==> config.mk <==
export PLATFORM = sky130hd
export DESIGN_NAME = exec_unit
export DESIGN_NICKNAME = d
export VERILOG_FILES = /design/src/rtl/exec_unit.sv
export SDC_FILE = /design/constraint.sdc
export NUM_CORES = 2
export LEC_CHECK = 0
export BUFFER_PORTS_ARGS = -buffer_cell sky130_fd_sc_hd__buf_2
export CAP_MARGIN = 10
export CORE_UTILIZATION = 45
export CTS_BUF_LIST = sky130_fd_sc_hd__clkbuf_8 sky130_fd_sc_hd__clkbuf_16
export DETAILED_ROUTE_END_ITERATION = 10
export GPL_TIMING_DRIVEN = 0
export SLEW_MARGIN = 25
export SYNTH_ARGS = -nofsm -noshare
export SYNTH_HDL_FRONTEND = slang
export SYNTH_SLANG_ARGS = --single-unit
==> constraint.sdc <==
create_clock -name stg_clk -period 15.35 [get_ports stg_clk]
set_input_delay 0.7675 -clock stg_clk [delete_from_list [all_inputs] [get_ports stg_clk]]
set_output_delay 0.7675 -clock stg_clk [all_outputs]
set_load 0.02 [all_outputs]
==> src/rtl/exec_unit.sv <==
// Execute stage: single-cycle ALU/branch/multiply plus a 32-cycle restoring divider.
// All outputs are registered; busy stalls the pipeline while a divide is in flight.
module exec_unit (
    input  logic        stg_clk,
    input  logic        reset,
    input  logic        stg_ena,
    input  logic [31:0] pc,
    input  logic [31:0] imm,
    input  logic [31:0] rs1_data,
    input  logic [31:0] rs2_data,
    input  logic [4:0]  rd,
    input  logic [9:0]  funct,
    input  logic [6:0]  opcode,
    input  logic        save_to_reg,
    input  logic        immediate_used,
    input  logic        is_branch,
    input  logic        rd_memory,
    input  logic        wr_memory,
    output logic [31:0] result_out,
    output logic [31:0] store_data_out,
    output logic [4:0]  rd_out,
    output logic        save_to_reg_out,
    output logic        rd_memory_out,
    output logic        wr_memory_out,
    output logic        valid_out,
    output logic        branch_taken_out,
    output logic [31:0] branch_target_out,
    output logic        busy
);

    typedef enum logic [1:0] {StIdle, StDiv, StDone} state_e;

    localparam logic [6:0] OpcOp     = 7'b0110011;
    localparam logic [6:0] OpcOpImm  = 7'b0010011;
    localparam logic [6:0] OpcLui    = 7'b0110111;
    localparam logic [6:0] OpcAuipc  = 7'b0010111;
    localparam logic [6:0] OpcLoad   = 7'b0000011;
    localparam logic [6:0] OpcStore  = 7'b0100011;
    localparam logic [6:0] OpcJal    = 7'b1101111;
    localparam logic [6:0] OpcJalr   = 7'b1100111;

    state_e      state_q;
    logic [4:0]  div_cnt_q;
    logic [31:0] div_quo_q;
    logic [31:0] div_rem_q;
    logic [31:0] div_dsr_q;
    logic [31:0] div_dividend_q;
    logic [31:0] div_store_q;
    logic        div_want_rem_q;
    logic        div_neg_quo_q;
    logic        div_neg_rem_q;
    logic        div_by_zero_q;
    logic [4:0]  div_rd_q;
    logic        div_save_q;
    logic        div_rdm_q;
    logic        div_wrm_q;

    logic [2:0]  funct3;
    logic [6:0]  funct7;
    logic [31:0] op_b;
    logic [4:0]  shamt;
    logic        is_mext;
    logic        is_div;

    assign funct3  = funct[2:0];
    assign funct7  = funct[9:3];
    assign op_b    = immediate_used ? imm : rs2_data;
    assign shamt   = op_b[4:0];
    assign is_mext = (opcode == OpcOp) && (funct7 == 7'b0000001);
    assign is_div  = is_mext && funct3[2];

    assign busy = (state_q != StIdle);

    // Base integer ALU; funct[8] selects SUB only for register-register ops.
    logic [31:0] alu_res;
    always_comb begin
        alu_res = '0;
        unique case (funct3)
            3'b000:  alu_res = (opcode == OpcOp && funct[8]) ? rs1_data - op_b : rs1_data + op_b;
            3'b001:  alu_res = rs1_data << shamt;
            3'b010:  alu_res = {31'b0, $signed(rs1_data) < $signed(op_b)};
            3'b011:  alu_res = {31'b0, rs1_data < op_b};
            3'b100:  alu_res = rs1_data ^ op_b;
            3'b101:  alu_res = funct[8] ? $unsigned($signed(rs1_data) >>> shamt)
                                        : rs1_data >> shamt;
            3'b110:  alu_res = rs1_data | op_b;
            3'b111:  alu_res = rs1_data & op_b;
            default: alu_res = '0;
        endcase
    end

    // 33-bit operands let one signed multiplier cover all four signedness variants.
    logic signed [32:0] mul_a;
    logic signed [32:0] mul_b;
    logic signed [63:0] mul_prod;
    logic [31:0]        mul_res;

    assign mul_a    = {(funct3[1:0] != 2'b11) & rs1_data[31], rs1_data};
    assign mul_b    = {(funct3[1:0] == 2'b01) & op_b[31], op_b};
    assign mul_prod = 64'(mul_a) * 64'(mul_b);
    assign mul_res  = (funct3[1:0] == 2'b00) ? mul_prod[31:0] : mul_prod[63:32];

    logic br_cond;
    always_comb begin
        br_cond = 1'b0;
        case (funct3)
            3'b000:  br_cond = (rs1_data == rs2_data);
            3'b001:  br_cond = (rs1_data != rs2_data);
            3'b100:  br_cond = ($signed(rs1_data) <  $signed(rs2_data));
            3'b101:  br_cond = ($signed(rs1_data) >= $signed(rs2_data));
            3'b110:  br_cond = (rs1_data <  rs2_data);
            3'b111:  br_cond = (rs1_data >= rs2_data);
            default: br_cond = 1'b0;
        endcase
    end

    logic [31:0] addr_sum;
    logic [31:0] exe_res;
    logic [31:0] exe_target;
    logic        exe_taken;

    assign addr_sum = rs1_data + imm;

    always_comb begin
        exe_res    = '0;
        exe_target = pc + imm;
        exe_taken  = is_branch & br_cond;
        case (opcode)
            OpcOp:             exe_res = is_mext ? mul_res : alu_res;
            OpcOpImm:          exe_res = alu_res;
            OpcLui:            exe_res = imm;
            OpcAuipc:          exe_res = pc + imm;
            OpcLoad, OpcStore: exe_res = addr_sum;
            OpcJal: begin
                exe_res   = pc + 32'd4;
                exe_taken = 1'b1;
            end
            OpcJalr: begin
                exe_res    = pc + 32'd4;
                exe_taken  = 1'b1;
                exe_target = addr_sum & ~32'd1;
            end
            default: exe_res = '0;
        endcase
    end

    // Divider operands are captured as magnitudes; signs are reapplied in DONE.
    logic        div_signed;
    logic [31:0] rs1_mag;
    logic [31:0] rs2_mag;

    assign div_signed = ~funct3[0];
    assign rs1_mag    = (div_signed && rs1_data[31]) ? -rs1_data : rs1_data;
    assign rs2_mag    = (div_signed && rs2_data[31]) ? -rs2_data : rs2_data;

    logic [32:0] rem_shift;
    logic [32:0] rem_diff;
    logic [31:0] quo_fix;
    logic [31:0] rem_fix;
    logic [31:0] div_res;

    assign rem_shift = {div_rem_q, div_quo_q[31]};
    assign rem_diff  = rem_shift - {1'b0, div_dsr_q};
    assign quo_fix   = div_neg_quo_q ? -div_quo_q : div_quo_q;
    assign rem_fix   = div_neg_rem_q ? -div_rem_q : div_rem_q;

    always_comb begin
        if (div_by_zero_q) begin
            div_res = div_want_rem_q ? div_dividend_q : 32'hFFFF_FFFF;
        end else begin
            div_res = div_want_rem_q ? rem_fix : quo_fix;
        end
    end

    always_ff @(posedge stg_clk or posedge reset) begin
        if (reset) begin
            state_q           <= StIdle;
            div_cnt_q         <= '0;
            div_quo_q         <= '0;
            div_rem_q         <= '0;
            div_dsr_q         <= '0;
            div_dividend_q    <= '0;
            div_store_q       <= '0;
            div_want_rem_q    <= 1'b0;
            div_neg_quo_q     <= 1'b0;
            div_neg_rem_q     <= 1'b0;
            div_by_zero_q     <= 1'b0;
            div_rd_q          <= '0;
            div_save_q        <= 1'b0;
            div_rdm_q         <= 1'b0;
            div_wrm_q         <= 1'b0;
            result_out        <= '0;
            store_data_out    <= '0;
            rd_out            <= '0;
            save_to_reg_out   <= 1'b0;
            rd_memory_out     <= 1'b0;
            wr_memory_out     <= 1'b0;
            valid_out         <= 1'b0;
            branch_taken_out  <= 1'b0;
            branch_target_out <= '0;
        end else begin
            unique case (state_q)
                StIdle: begin
                    if (stg_ena && is_div) begin
                        state_q          <= StDiv;
                        div_cnt_q        <= '0;
                        div_quo_q        <= rs1_mag;
                        div_rem_q        <= '0;
                        div_dsr_q        <= rs2_mag;
                        div_dividend_q   <= rs1_data;
                        div_store_q      <= rs2_data;
                        div_want_rem_q   <= funct3[1];
                        div_neg_quo_q    <= div_signed & (rs1_data[31] ^ rs2_data[31]);
                        div_neg_rem_q    <= div_signed & rs1_data[31];
                        div_by_zero_q    <= (rs2_data == 32'd0);
                        div_rd_q         <= rd;
                        div_save_q       <= save_to_reg;
                        div_rdm_q        <= rd_memory;
                        div_wrm_q        <= wr_memory;
                        valid_out        <= 1'b0;
                        save_to_reg_out  <= 1'b0;
                        rd_memory_out    <= 1'b0;
                        wr_memory_out    <= 1'b0;
                        branch_taken_out <= 1'b0;
                    end else if (stg_ena) begin
                        result_out        <= exe_res;
                        store_data_out    <= rs2_data;
                        rd_out            <= rd;
                        save_to_reg_out   <= save_to_reg;
                        rd_memory_out     <= rd_memory;
                        wr_memory_out     <= wr_memory;
                        valid_out         <= 1'b1;
                        branch_taken_out  <= exe_taken;
                        branch_target_out <= exe_target;
                    end
                end
                StDiv: begin
                    // Quotient bits shift in where dividend bits shift out.
                    if (!rem_diff[32]) begin
                        div_rem_q <= rem_diff[31:0];
                        div_quo_q <= {div_quo_q[30:0], 1'b1};
                    end else begin
                        div_rem_q <= rem_shift[31:0];
                        div_quo_q <= {div_quo_q[30:0], 1'b0};
                    end
                    div_cnt_q <= div_cnt_q + 5'd1;
                    if (div_cnt_q == 5'd31) begin
                        state_q <= StDone;
                    end
                end
                StDone: begin
                    result_out       <= div_res;
                    store_data_out   <= div_store_q;
                    rd_out           <= div_rd_q;
                    save_to_reg_out  <= div_save_q;
                    rd_memory_out    <= div_rdm_q;
                    wr_memory_out    <= div_wrm_q;
                    valid_out        <= 1'b1;
                    branch_taken_out <= 1'b0;
                    div_cnt_q        <= '0;
                    state_q          <= StIdle;
                end
                default: state_q <= StIdle;
            endcase
        end
    end

endmodule

# Word-level counts from Yosys, hierarchy flattened
# Index checks and enable logic that the tools add are counted.
# totals
output_inout_bits	107
ff_bits	285
wordCells	159
input_bits	158
# classes
n_lt_le_gt_ge	6
n_shift	3
reduce_logical	23
n_mux	52
n_eq_ne	28
addsub	11
bitwise	11
multipliers	1
# ops
cell	n
2-to-1 mux 32 bit	20
one-hot mux 32 bit (2 select lines)	4
one-hot mux 32 bit (8 select lines)	1
one-hot mux 32 bit (6 select lines)	1
< comparator 32 bit	4
negation 32 bit	4
adder 32 bit	3
>= comparator 32 bit	2
multiplier 33 x 33 -> 64 bit	1
subtractor 33 x 32 -> 33 bit	1
adder 32 x 3 -> 32 bit, second input constant	1
bitwise AND 32 bit	1
equality test 32 bit	1
zero test 32 bit	1
inequality test 32 bit	1
bitwise OR 32 bit	1
left shift 32 x 5 -> 32 bit	1
right shift 32 x 5 -> 32 bit	1
>>> shifter 32 x 5 -> 32 bit	1
subtractor 32 bit	1
XOR 32 bit	1
equality test 7 x 6 -> 1 bit, second input constant	3
2-to-1 mux 5 bit	3
one-hot mux 5 bit (3 select lines)	1
other kinds (30)	76

# Longest topological paths before layout
# logic_depth
depth_word	9
mapped_depth	37
ltp_nobuf	32

# Least setup slack after synthesis
# No wires, ideal clock.
# synth_path
path_type	input to register
from	input immediate_used
to	register result_out[20]
path_slack_ns	5.381
setup_ns	0.124
path_buffers	8
stages	36
arrival_time_ns	9.845
path_cell_list	buf_6 clkbuf_1 o21a_1 clkbuf_1 inv_1 clkbuf_1 clkbuf_1 clkbuf_1 clkbuf_1 nand2_1 nor2_1 fa_1 fa_1 fa_1 inv_1 fa_1 inv_1 fa_1 fa_1 fa_1 inv_1 fa_1 inv_1 ha_1 clkbuf_1 a21oi_1 nand2_1 a221oi_1 a21boi_0 a2111oi_2 nor2b_1 a21oi_1 xnor2_1 a221oi_1 o221ai_1 a211o_1
# synth_via
elab_chain_cells	9
word_cells_on_any_way	20
cone_classes	2 x add/sub; 1 x mul; 3 x shift; 10 x mux; 4 x bitwise
# synth_lines
element	line_no	text
start: declaration	15	input logic immediate_used,
2-to-1 mux 32 bit *	67	assign op_b = immediate_used ? imm : rs2_data;
bitwise AND 1 bit, or another cell as far along	99	assign mul_b = {(funct3[1:0] == 2'b01) & op_b[31], op_b};
multiplier 33 x 33 -> 64 bit, or another cell as far along	100	assign mul_prod = 64'(mul_a) * 64'(mul_b);
2-to-1 mux 32 bit or one-hot mux 32 bit (8 select lines) (tied branches)	101, 78	
2-to-1 mux 32 bit	129	OpcOp: exe_res = is_mext ? mul_res : alu_res;
one-hot mux 32 bit (6 select lines) *	128	case (opcode)
2-to-1 mux 32 bit *	225	end else if (stg_ena) begin
2-to-1 mux 32 bit *	204	if (stg_ena && is_div) begin
one-hot mux 32 bit (2 select lines) *	202	unique case (state_q)
end signal: assignment	226	result_out <= exe_res;
end signal: assignment	252	result_out <= div_res;
end: declaration	19	output logic [31:0] result_out,
# Every way passes the cells marked *; elsewhere a longest branch is shown, timed or not. The select of a mux whose other input is x is not followed.
# A chain may end at the register's enable or synchronous reset.

# Worst setup path after layout
# layout_path
from	input immediate_used
to	register result_out[30]
# The elaborated chain is that of the path after synthesis.

==> results <==
- The flow ran to the end, and the final reports show no timing, DRC or antenna violations.
- For this run, the total global-route usage over all layers was measured as ~52%.
- The count of mapped cells out of synthesis is between 8k and 9k.
- The TritonCTS buffer count is 30.
- The clock period minus worst slack is 14.52 ns.
- The post-cts resize count is 0.
- The worst pin sits at a relative slew slack of ~8.6%.
- The worst setup path is launched from an input port.
- Setup repair after global routing left no endpoint under its margin.
- After clock tree synthesis, the clock-pin slew on the worst setup and hold paths is approximately 0.080 ns.
- The netlist uses around 110 different library cells.
- The setup skew after layout is 0.05080 ns.
- In this run, synthesis inferred 0 flip-flops with an integrated enable.
- The global-route wire length before repair is 543,300 um.
- The half-perimeter wire length after detailed placement is roughly 330,000 um.
- The TritonCTS sink count is 284.
- The routed design uses slightly above 50,000 um of met3 wire.
- STA classifies the critical path endpoint as a flip-flop.
- At the later pin of the worst-skew pair, clock insertion delay measures around 0.64 ns.
- The tool flagged a number of max-cap violations equal to 0.
- The number of I/O port buffers is 260.
- In this run the core area contains ~140 standard-cell rows.
- The transition time at the pin with the least slew margin is roughly 1.4 ns.
- For this block, the routed nets add up to a little under 400,000 um of wire.
- For this configuration, the core starts out at a cell density of 45.44%.
- The number of buffers on the longest clock path is 3.
- The main flop type after synthesis is sky130_fd_sc_hd__dfrtp_1.
- The routed wire length on met2 is 162,100 um.
- The number of antenna violations at the first check in global routing is between 50 and 60.
- The critical path in this run is classified as input port to flip-flop.
- The leftover overflow at the end of global routing is 0.
- For this design, the CTS-stage hold fixing added 0 buffers.
- The top cell type by total area after synthesis is sky130_fd_sc_hd__fa_1.
- The library cell used as clock root buffer is sky130_fd_sc_hd__clkbuf_16.
- The via count of the first global-routing pass came to 68.09k.
- The detailed router put a total of around 140,000 um of wire on met1.
- In the routed layout, each cell is associated on average with a via count of ~6.5.
- The worst endpoint data arrival time is about 15 ns.
- The cell with the most instances after synthesis is sky130_fd_sc_hd__inv_1.
- When the netlist entered floorplanning its net count stood at between 10k and 15k.
- For this block, the via count after detailed routing is ~70k.
- The top achievable clock speed is just under 0.07 GHz.
- The mean cell area of the mapped netlist is ~8 um^2.
- Once the clock tree was built, the setup fixing pass inserted 0 buffers.
- The congestion estimate from routability-driven global placement came to roughly 1.2.
- On the critical path, the stage with the largest delay is an instance of sky130_fd_sc_hd__clkbuf_1.
- The fraction of layout instances using a drive strength above 1 is 7.504%.
- Sorting the synthesized cells by how often they occur yields sky130_fd_sc_hd__inv_1, sky130_fd_sc_hd__nand2_1, sky130_fd_sc_hd__fa_1, sky130_fd_sc_hd__nor2_1, sky130_fd_sc_hd__o21ai_0.
- The number of DRC markers after the initial detailed-route iteration is a little under 9k.
- The delay of the slowest cell on the worst path is between 0.8 and 0.9 ns.
- The floorplan step set the die width to 391.4 um.
- The number of nets at the end of the flow is ~10k.
- The region available for standard cell placement spans ~150,000 um^2.
- The vertical die dimension is ~390 um.
- The worst hold path belongs to the class input port to async pin.
- The remaining antenna violation count is 0.
- The number of optimization iterations in the first detailed-route pass is 7.
- The residual DRC count is 0.
- The share of async-settable or async-resettable flops after synthesis is 100.0%.
- The max-slew violation count came to 0.
- The cell area after synthesis is 68,220 um^2.
- The post-synthesis sequential area ratio is between 10% and 20%.
- The Yosys step of the flow raised 0 warnings.
- Counting flops and latches in the post-synthesis netlist gives 284.
- In this run the worst path has a maximum fanout of 10.
- The share of Yosys cell area claimed by the top area cell type is about a third.
- In this run the count of I/O pins placed on the die edge is around 270.
- The share of the core filled with cells in the final layout is a little under 50%.
- The area of the die is ~150,000 um^2.
- The total number of H-tree levels is 1.
- The pin count of the biggest net entering global routing is 93.
- The routed wire length per instance is around 37 um.
- TritonCTS built the clock tree.
- The detailed router used layers up to and including met5.
- The number of hold violations in the final report is 0.
- From synthesis to final layout, the design area changed by 8.720%.
- The number of setup violations in the final report is 0.
- The period utilization is between 90% and 100%.
- By area the synthesized netlist is led by sky130_fd_sc_hd__fa_1, sky130_fd_sc_hd__dfrtp_1, sky130_fd_sc_hd__ha_1.
- The required time of the critical path is approximately 16 ns.
==> critical path, delay by kind of cell <==
family | cells | cell delay [ns]
adders and majority gates | 9 | 4.41
and+or+nand+nor | 6 | 1.14
AOI/OAI and AO/OA | 7 | 3.08
buffers and inverters | 13 | 4.93
muxes | 1 | 0.57
==> cell families after synthesis <==
group,synth area share [%]
compound gates,15.16
xor+xnor,4.324
fa+ha+maj,41.26
buf+inv,10.33
flops,10.42
mux,3.180
simple gates,15.33
==> per-stage QoR <==
| stage | hold WS, ns | std cells | TNS, ns | setup WS (ns) | area (um^2) |
|---|---|---|---|---|---|
| floorplan | 0.4376 | 8284 | 0 | 5.381 | 68220 |
| finish | 0.1274 | 10690 | 0 | 0.8317 | 74170 |
| CTS | 0.1296 | 10650 | 0 | 1.613 | 73990 |
| global placement | 0.4489 | 10560 | -5.062 | -1.633 | 72050 |
| global route | 0.1553 | 10660 | 0 | 1.022 | 74090 |
| detailed placement | 0.4545 | 10590 | 0 | 1.019 | 72930 |
==> flip-flops by register name, indices dropped and copies added, names as in the netlist, 2 cells and up <==
signal,count
branch_target_out,32
div_cnt_q,5
div_dividend_q,32
div_dsr_q,32
div_quo_q,32
div_rd_q,5
div_rem_q,32
div_store_q,31
rd_out,5
result_out,32
state_q,2
store_data_out,32
==> layout by cell type (no fill, tap or decap), types with 284 or more instances in the layout <==
cell	synthesis	routed
sky130_fd_sc_hd__a21oi_1	357	356
sky130_fd_sc_hd__buf_2	24	294
sky130_fd_sc_hd__clkbuf_1	399	328
sky130_fd_sc_hd__dfrtp_1	284	284
sky130_fd_sc_hd__fa_1	1130	1129
sky130_fd_sc_hd__ha_1	442	442
sky130_fd_sc_hd__inv_1	1311	1310
sky130_fd_sc_hd__nand2_1	1190	1190
sky130_fd_sc_hd__nor2_1	826	819
sky130_fd_sc_hd__o21ai_0	467	451
==> metal layers <==
layer  global-route usage [%]  vias up
li1                         -    27560
met1                    60.53    35020
met2                    74.05     5323
met3                    18.47     1657
met4                    47.89       12
met5                   0.6699        -
==> area by class of cell <==
cell class,count,area (um^2)
antenna,41,102.6
tap,2016,2522
clock inverter,21,249.0
multi-input combinational,6171,54370
sequential,284,7107
inverter,1334,5019
clock buffer,34,805.8
timing repair buffer,296,1856
fill,15030,75960
buffer,495,2138
==> final timing paths <==
kind	startpoint	to	slack, ns	depth (start not counted)
max in group asynchronous	reset	div_rem_q[5]$_DFFE_PP0P_	13.57	5
worst min-delay path	reset	div_rd_q[1]$_DFFE_PP0P_	0.13	2
worst max register to register	div_quo_q[22]$_DFFE_PP0P_	result_out[31]$_DFFE_PP0P_	10.85	12
worst min register to register	div_store_q[31]$_DFFE_PP0P_	div_store_q[31]$_DFFE_PP0P_	0.47	2
worst max-delay path	immediate_used	result_out[30]$_DFFE_PP0P_	0.83	36
min in group stg_clk	rd_memory	div_rdm_q$_DFFE_PP0P_	0.34	3
Power is left out: the tool's default activity adds up to more than one toggle a clock period on the data nets, which glitch-free logic cannot reach.
